[src/rtl/pipelined_carry_select_adder.sv]
// Pipelined carry-select add/sub unit: one SEG-bit segment resolves per clock,
// with the inter-segment carry registered and a global valid/ready stall.
module pipelined_carry_select_adder #(
    parameter int unsigned WIDTH  = 64,
    parameter int unsigned BLK    = 4,
    parameter int unsigned STAGES = 4
) (
    input  logic             clk_i,
    input  logic             rst_ni,
    input  logic             in_valid_i,
    output logic             in_ready_o,
    input  logic [WIDTH-1:0] a_i,
    input  logic [WIDTH-1:0] b_i,
    input  logic             cin_i,
    input  logic             sub_i,
    output logic             out_valid_o,
    input  logic             out_ready_i,
    output logic [WIDTH-1:0] sum_o,
    output logic             cout_o,
    output logic             ovf_o
);

    localparam int unsigned SEG  = WIDTH / STAGES;
    localparam int unsigned NBLK = SEG / BLK;
    localparam int unsigned LAST = STAGES - 1;

    generate
        if ((WIDTH % (BLK * STAGES)) != 0) begin : g_bad_cfg
            $error("WIDTH must be a multiple of BLK*STAGES");
        end
    endgenerate

    // Carry-select segment: each block precomputes both carry-in cases, the
    // incoming carry then picks sum and carry-out block by block.
    function automatic logic [SEG:0] seg_add(input logic [SEG-1:0] a,
                                             input logic [SEG-1:0] b,
                                             input logic           cin);
        logic [SEG-1:0] s;
        logic           c;
        logic [BLK:0]   r0;
        logic [BLK:0]   r1;
        s = '0;
        c = cin;
        for (int unsigned i = 0; i < NBLK; i++) begin
            r0 = {1'b0, a[i*BLK +: BLK]} + {1'b0, b[i*BLK +: BLK]};
            r1 = {1'b0, a[i*BLK +: BLK]} + {1'b0, b[i*BLK +: BLK]} + {{BLK{1'b0}}, 1'b1};
            s[i*BLK +: BLK] = c ? r1[BLK-1:0] : r0[BLK-1:0];
            c = c ? r1[BLK] : r0[BLK];
        end
        return {c, s};
    endfunction

    logic              advance;
    logic [STAGES-1:0] valid_q, valid_d;
    logic [STAGES-1:0] carry_q, carry_d;
    logic [WIDTH-1:0]  a_q   [STAGES];
    logic [WIDTH-1:0]  a_d   [STAGES];
    logic [WIDTH-1:0]  b_q   [STAGES];
    logic [WIDTH-1:0]  b_d   [STAGES];
    logic [WIDTH-1:0]  sum_q [STAGES];
    logic [WIDTH-1:0]  sum_d [STAGES];

    logic [STAGES-1:0] src_v;
    logic [STAGES-1:0] src_c;
    logic [WIDTH-1:0]  src_a   [STAGES];
    logic [WIDTH-1:0]  src_b   [STAGES];
    logic [WIDTH-1:0]  src_sum [STAGES];
    logic [SEG:0]      seg_res;

    assign advance    = ~out_valid_o | out_ready_i;
    assign in_ready_o = advance;

    always_comb begin
        // Stage 0 is fed by the conditioned operands; stage k>0 by stage k-1.
        src_v[0]   = in_valid_i;
        src_c[0]   = cin_i ^ sub_i;
        src_a[0]   = a_i;
        src_b[0]   = sub_i ? ~b_i : b_i;
        src_sum[0] = '0;
        for (int unsigned k = 1; k < STAGES; k++) begin
            src_v[k]   = valid_q[k-1];
            src_c[k]   = carry_q[k-1];
            src_a[k]   = a_q[k-1];
            src_b[k]   = b_q[k-1];
            src_sum[k] = sum_q[k-1];
        end

        seg_res = '0;
        for (int unsigned k = 0; k < STAGES; k++) begin
            seg_res    = seg_add(src_a[k][k*SEG +: SEG], src_b[k][k*SEG +: SEG], src_c[k]);
            valid_d[k] = src_v[k];
            carry_d[k] = seg_res[SEG];
            a_d[k]     = src_a[k];
            b_d[k]     = src_b[k];
            sum_d[k]   = src_sum[k];
            sum_d[k][k*SEG +: SEG] = seg_res[SEG-1:0];
        end
    end

    always_ff @(posedge clk_i or negedge rst_ni) begin
        if (!rst_ni) begin
            valid_q <= '0;
            carry_q <= '0;
            for (int unsigned k = 0; k < STAGES; k++) begin
                a_q[k]   <= '0;
                b_q[k]   <= '0;
                sum_q[k] <= '0;
            end
        end else if (advance) begin
            valid_q <= valid_d;
            carry_q <= carry_d;
            for (int unsigned k = 0; k < STAGES; k++) begin
                a_q[k]   <= a_d[k];
                b_q[k]   <= b_d[k];
                sum_q[k] <= sum_d[k];
            end
        end
    end

    assign out_valid_o = valid_q[LAST];
    assign sum_o       = sum_q[LAST];
    assign cout_o      = carry_q[LAST];
    assign ovf_o       = (a_q[LAST][WIDTH-1] == b_q[LAST][WIDTH-1]) &
                         (sum_q[LAST][WIDTH-1] != a_q[LAST][WIDTH-1]);

endmodule
[config.mk]
export PLATFORM = sky130hd
export DESIGN_NAME = pipelined_carry_select_adder
export DESIGN_NICKNAME = d
export VERILOG_FILES = /design/src/rtl/pipelined_carry_select_adder.sv
export SDC_FILE = /design/constraint.sdc
export NUM_CORES = 1
export LEC_CHECK = 0
export ABC_CLOCK_PERIOD_IN_PS = 5540
export CAP_MARGIN = 25
export CORE_AREA = 8 8 179 181
export CTS_CLUSTER_SIZE = 40
export DETAILED_ROUTE_END_ITERATION = 7
export DIE_AREA = 0 0 187 189
export PLACE_DENSITY = 0.84
export SYNTH_ARGS = -nofsm -noshare
export SYNTH_HDL_FRONTEND = slang
export SYNTH_SLANG_ARGS = --single-unit
export TNS_END_PERCENT = 10
[constraint.sdc]
create_clock -name clk_i -period 5.54 [get_ports clk_i]
set_input_delay 1.108 -clock clk_i [delete_from_list [all_inputs] [get_ports clk_i]]
set_output_delay 1.108 -clock clk_i [all_outputs]
set_load 0.1 [all_outputs]
==> flow_metrics.tcl <==
set metrics [dict create \
    status "finished clean" \
    p_int_mw 7.547 \
    fillers 2159 \
    row_count 63 \
    synth_edf_count 0 \
    wl_per_cell_um 14.27 \
    hold_viol_final 0 \
    power_frac_comb_pct 49.5 \
    crit_fanout 6 \
    initial_core_util_pct 59.01 \
    setup_viol 0 \
    placed_cells 2403 \
    hp-class "register to register" \
    power_density_nw_per_um2 663.3 \
    insertion_delay_ps 510 \
    dieHeight_um 189 \
    drcViolationCount 0 \
    rsz0062_at_grt "no" \
    dpl_worst_slack_ps 754.6 \
    ys_seq_area_share_pct 52.49 \
    cts_hold_buffers 0 \
    synth_nets 2125 \
    period_share_pct 76.93 \
    p_switching_mw 6.203 \
    seq_power_share_pct 33.1 \
    cp-start-kind "input port" \
    yosysTopAreaCell "dfrtp_1" \
    grt_pass1_wl_um 60910 \
    synthArstFlopShare_pct 100.0 \
    io_pins 202 \
    postCtsSetupBuffers 0 \
    die_x_um 187 \
    cts_tree "yes" \
    crit_arrival_ps 4620 \
    design.core.area_um2 29240 \
    dp_hpwl_um 23980 \
    ir_drop_mv 0.6640 \
    final_cell_count_no_fill 2466 \
    htree_num_levels 2 \
    dieArea_um2 35340 \
    fin_setup_tns_ps 0 \
    swShare_pct 45.11 \
    antenna_found_initial 0 \
    drt_pass1_iterations 5 \
    synth_cell_type_count 50 \
    place.gp.congestion 0.8444 \
    slew_headroom_pct 27.73 \
    num_vias 12820 \
    syn-mean-instance-area_um2 9.107 \
    grtUsageTotal_pct 20.08 \
    p_leak_nw 10.11 \
    worst_slack_ps 1278 \
    clock_sinks 362 \
    final_nets 2283 \
    via_per_inst 5.200 \
    finalMaxSlewViolations 0 \
    yosys.area.top_type_share_pct 52.49 \
    synthToLayoutAreaGrowth_pct 20.10 \
    yosys_warnings 0 \
    finalWirelength_um 35190 \
    clk_pin_slew_ps 60 \
    grt_overflow_total 0 \
    yosys_register_bits 362 \
    io_buffers 201 \
    grt_max_degree 213 \
    tightestPinTransition_ps 1081 \
    cp-end-kind "register" \
    clockBufferDepth 3 \
    period_minus_slack_ps 4262 \
    netlist_instances 1895 \
    cts-buffers-inserted 37 \
    root_buffer "clkbuf_16" \
    drtIter0Drc 794 \
    ys_dominant_reg_cell "dfrtp_1" \
    layout-drive-gt1-share_pct 3.950 \
    pwr-share-clk_pct 17.4 \
    ctsResizeCount 0 \
    antenna_left 0 \
    netlist_area_um2 17260 \
    multiInputGateArea_um2 7779 \
    grt_pass1_vias 13150 \
    antenna_cells 0 \
    seqCellArea_um2 9059 \
    cp.required_ps 5900 \
    criticalPathCategory "input port to register" \
    synth_area_leaders "dfrtp_1, nand2_1, ha_1" \
    worst_clock_skew_ps 12.24 \
    max_freq_mhz 234.6 \
    maxCapViolations 0 \
    final_core_util_pct 70.88 \
]
==> synth_stat cells, types with 2 or more instances <==
cell,instances
a211oi_1,2
a21o_1,25
a21oi_1,65
a41oi_1,3
and3_1,4
buf_1,8
clkbuf_1,83
dfrtp_1,362
fa_1,16
ha_1,80
inv_1,23
mux2i_1,17
nand2_1,848
nand2b_1,4
nand3_1,13
nand4_1,15
nand4b_1,2
nor2_1,46
nor2b_1,3
nor3_1,8
nor3b_1,2
nor4b_1,3
o21ai_0,88
or2_2,2
or3_1,3
xnor2_1,98
xor2_1,47
xor2_2,3
==> state kept, by name (all words and copies together) (netlist names) <==
signal / flops
a_d: 96
carry_q: 4
valid_q: 4
b_q: 1
src_sum: 96
a_q: 1
b_d: 96
sum_o: 64
==> worst paths after layout <==
| kind | from | depth (start not counted) | end | slack, ps |
|---|---|---|---|---|
| max | b_i[0] | 14 | src_sum[142]$_DFFE_PN0P_ | 1280 |
| min | valid_q[2]$_DFFE_PN0P_ | 2 | valid_q[2]$_DFFE_PN0P_ | 460 |
| max reg2reg | a_d[144]$_DFFE_PN0P_ | 12 | carry_q[1]$_DFFE_PN0P_ | 1890 |
| min reg2reg | valid_q[2]$_DFFE_PN0P_ | 2 | valid_q[2]$_DFFE_PN0P_ | 460 |
| max in group asynchronous | rst_ni | 2 | src_sum[41]$_DFFE_PN0P_ | 3620 |
| min in group asynchronous | rst_ni | 1 | a_d[150]$_DFFE_PN0P_ | 660 |
==> through the flow <==
step	hold slack, ps	power (mW)	cell area, µm²
final	459.4	13.75	20730
after CTS	459.6	13.86	20700
after detailed placement	447.6	11.39	19530
after floorplan	430.0	9.776	17260
after global placement	441.5	11.09	19530
after global routing	486.6	14.76	20730
==> worst max-delay path, cell delays in order <==
cell and delay [ps]:
clkdlybuf4s50_1 470, xor2_1 160, ha_1 190, inv_1 60
fa_1 400, xnor2_1 280, nand3_1 150, a2111oi_0 420
and4bb_2 330, mux2i_1 140, xnor2_1 480, nand2_1 160
xnor2_1 180, o21ai_0 90
==> power groups by stage <==
stage,Combinational (mW),Sequential (mW),Clock (mW)
floorplan,3.65,6.13,0
global placement,6.56,4.53,0
detailed placement,6.81,4.59,0
CTS,6.86,4.56,2.44
global route,7.50,4.71,2.55
finish,6.80,4.56,2.39
==> layout by cell type (no fill, tap or decap), drive strengths merged, types with 16 or more instances in the layout <==
cell / count
inv: 24
mux2i: 18
fa: 16
a21oi: 65
nor2: 46
xor2: 50
clkbuf: 52
dfrtp: 362
o21ai: 88
nand4: 17
a21o: 25
xnor2: 99
ha: 80
clkdlybuf4s50: 198
nand2: 848
==> cells by family (layout without fill, tap and decap cells) <==
logic type               Yosys count  in the layout  share of synthesized area (%)
AO/OA/AOI/OAI                    195            195                          6.409
XOR/XNOR                         149            149                          7.801
adder cells (fa/ha/maj)           96             96                          7.656
buffers and inverters            114            295                          2.480
flip-flops                       362            362                          52.49
multiplexers                      18             18                          1.116
AND/OR/NAND/NOR                  961            961                          22.05
==> per-layer routing <==
metal / vias to the layer above / part of all wire [%] / GRT usage, %
met4: 0 / 2.9 / 7.117
met1: 6140 / 43 / 25.55
met5: - / 0 / 0
met3: 65 / 3.8 / 3.440
li1: 6372 / - / -
met2: 245 / 50 / 34.39
==> cell type report <==
| type | instances | area share, % |
|---|---|---|
| well taps | 390 | 2.354 |
| clock inverters | 10 | 0.4165 |
| flip-flops and latches | 362 | 43.70 |
| clock buffers | 52 | 5.234 |
| inverters | 23 | 0.4527 |
| multi-input cells | 1419 | 37.53 |
| repair buffers | 210 | 10.31 |
No activity file was read; power rests on OpenSTA's default activity.
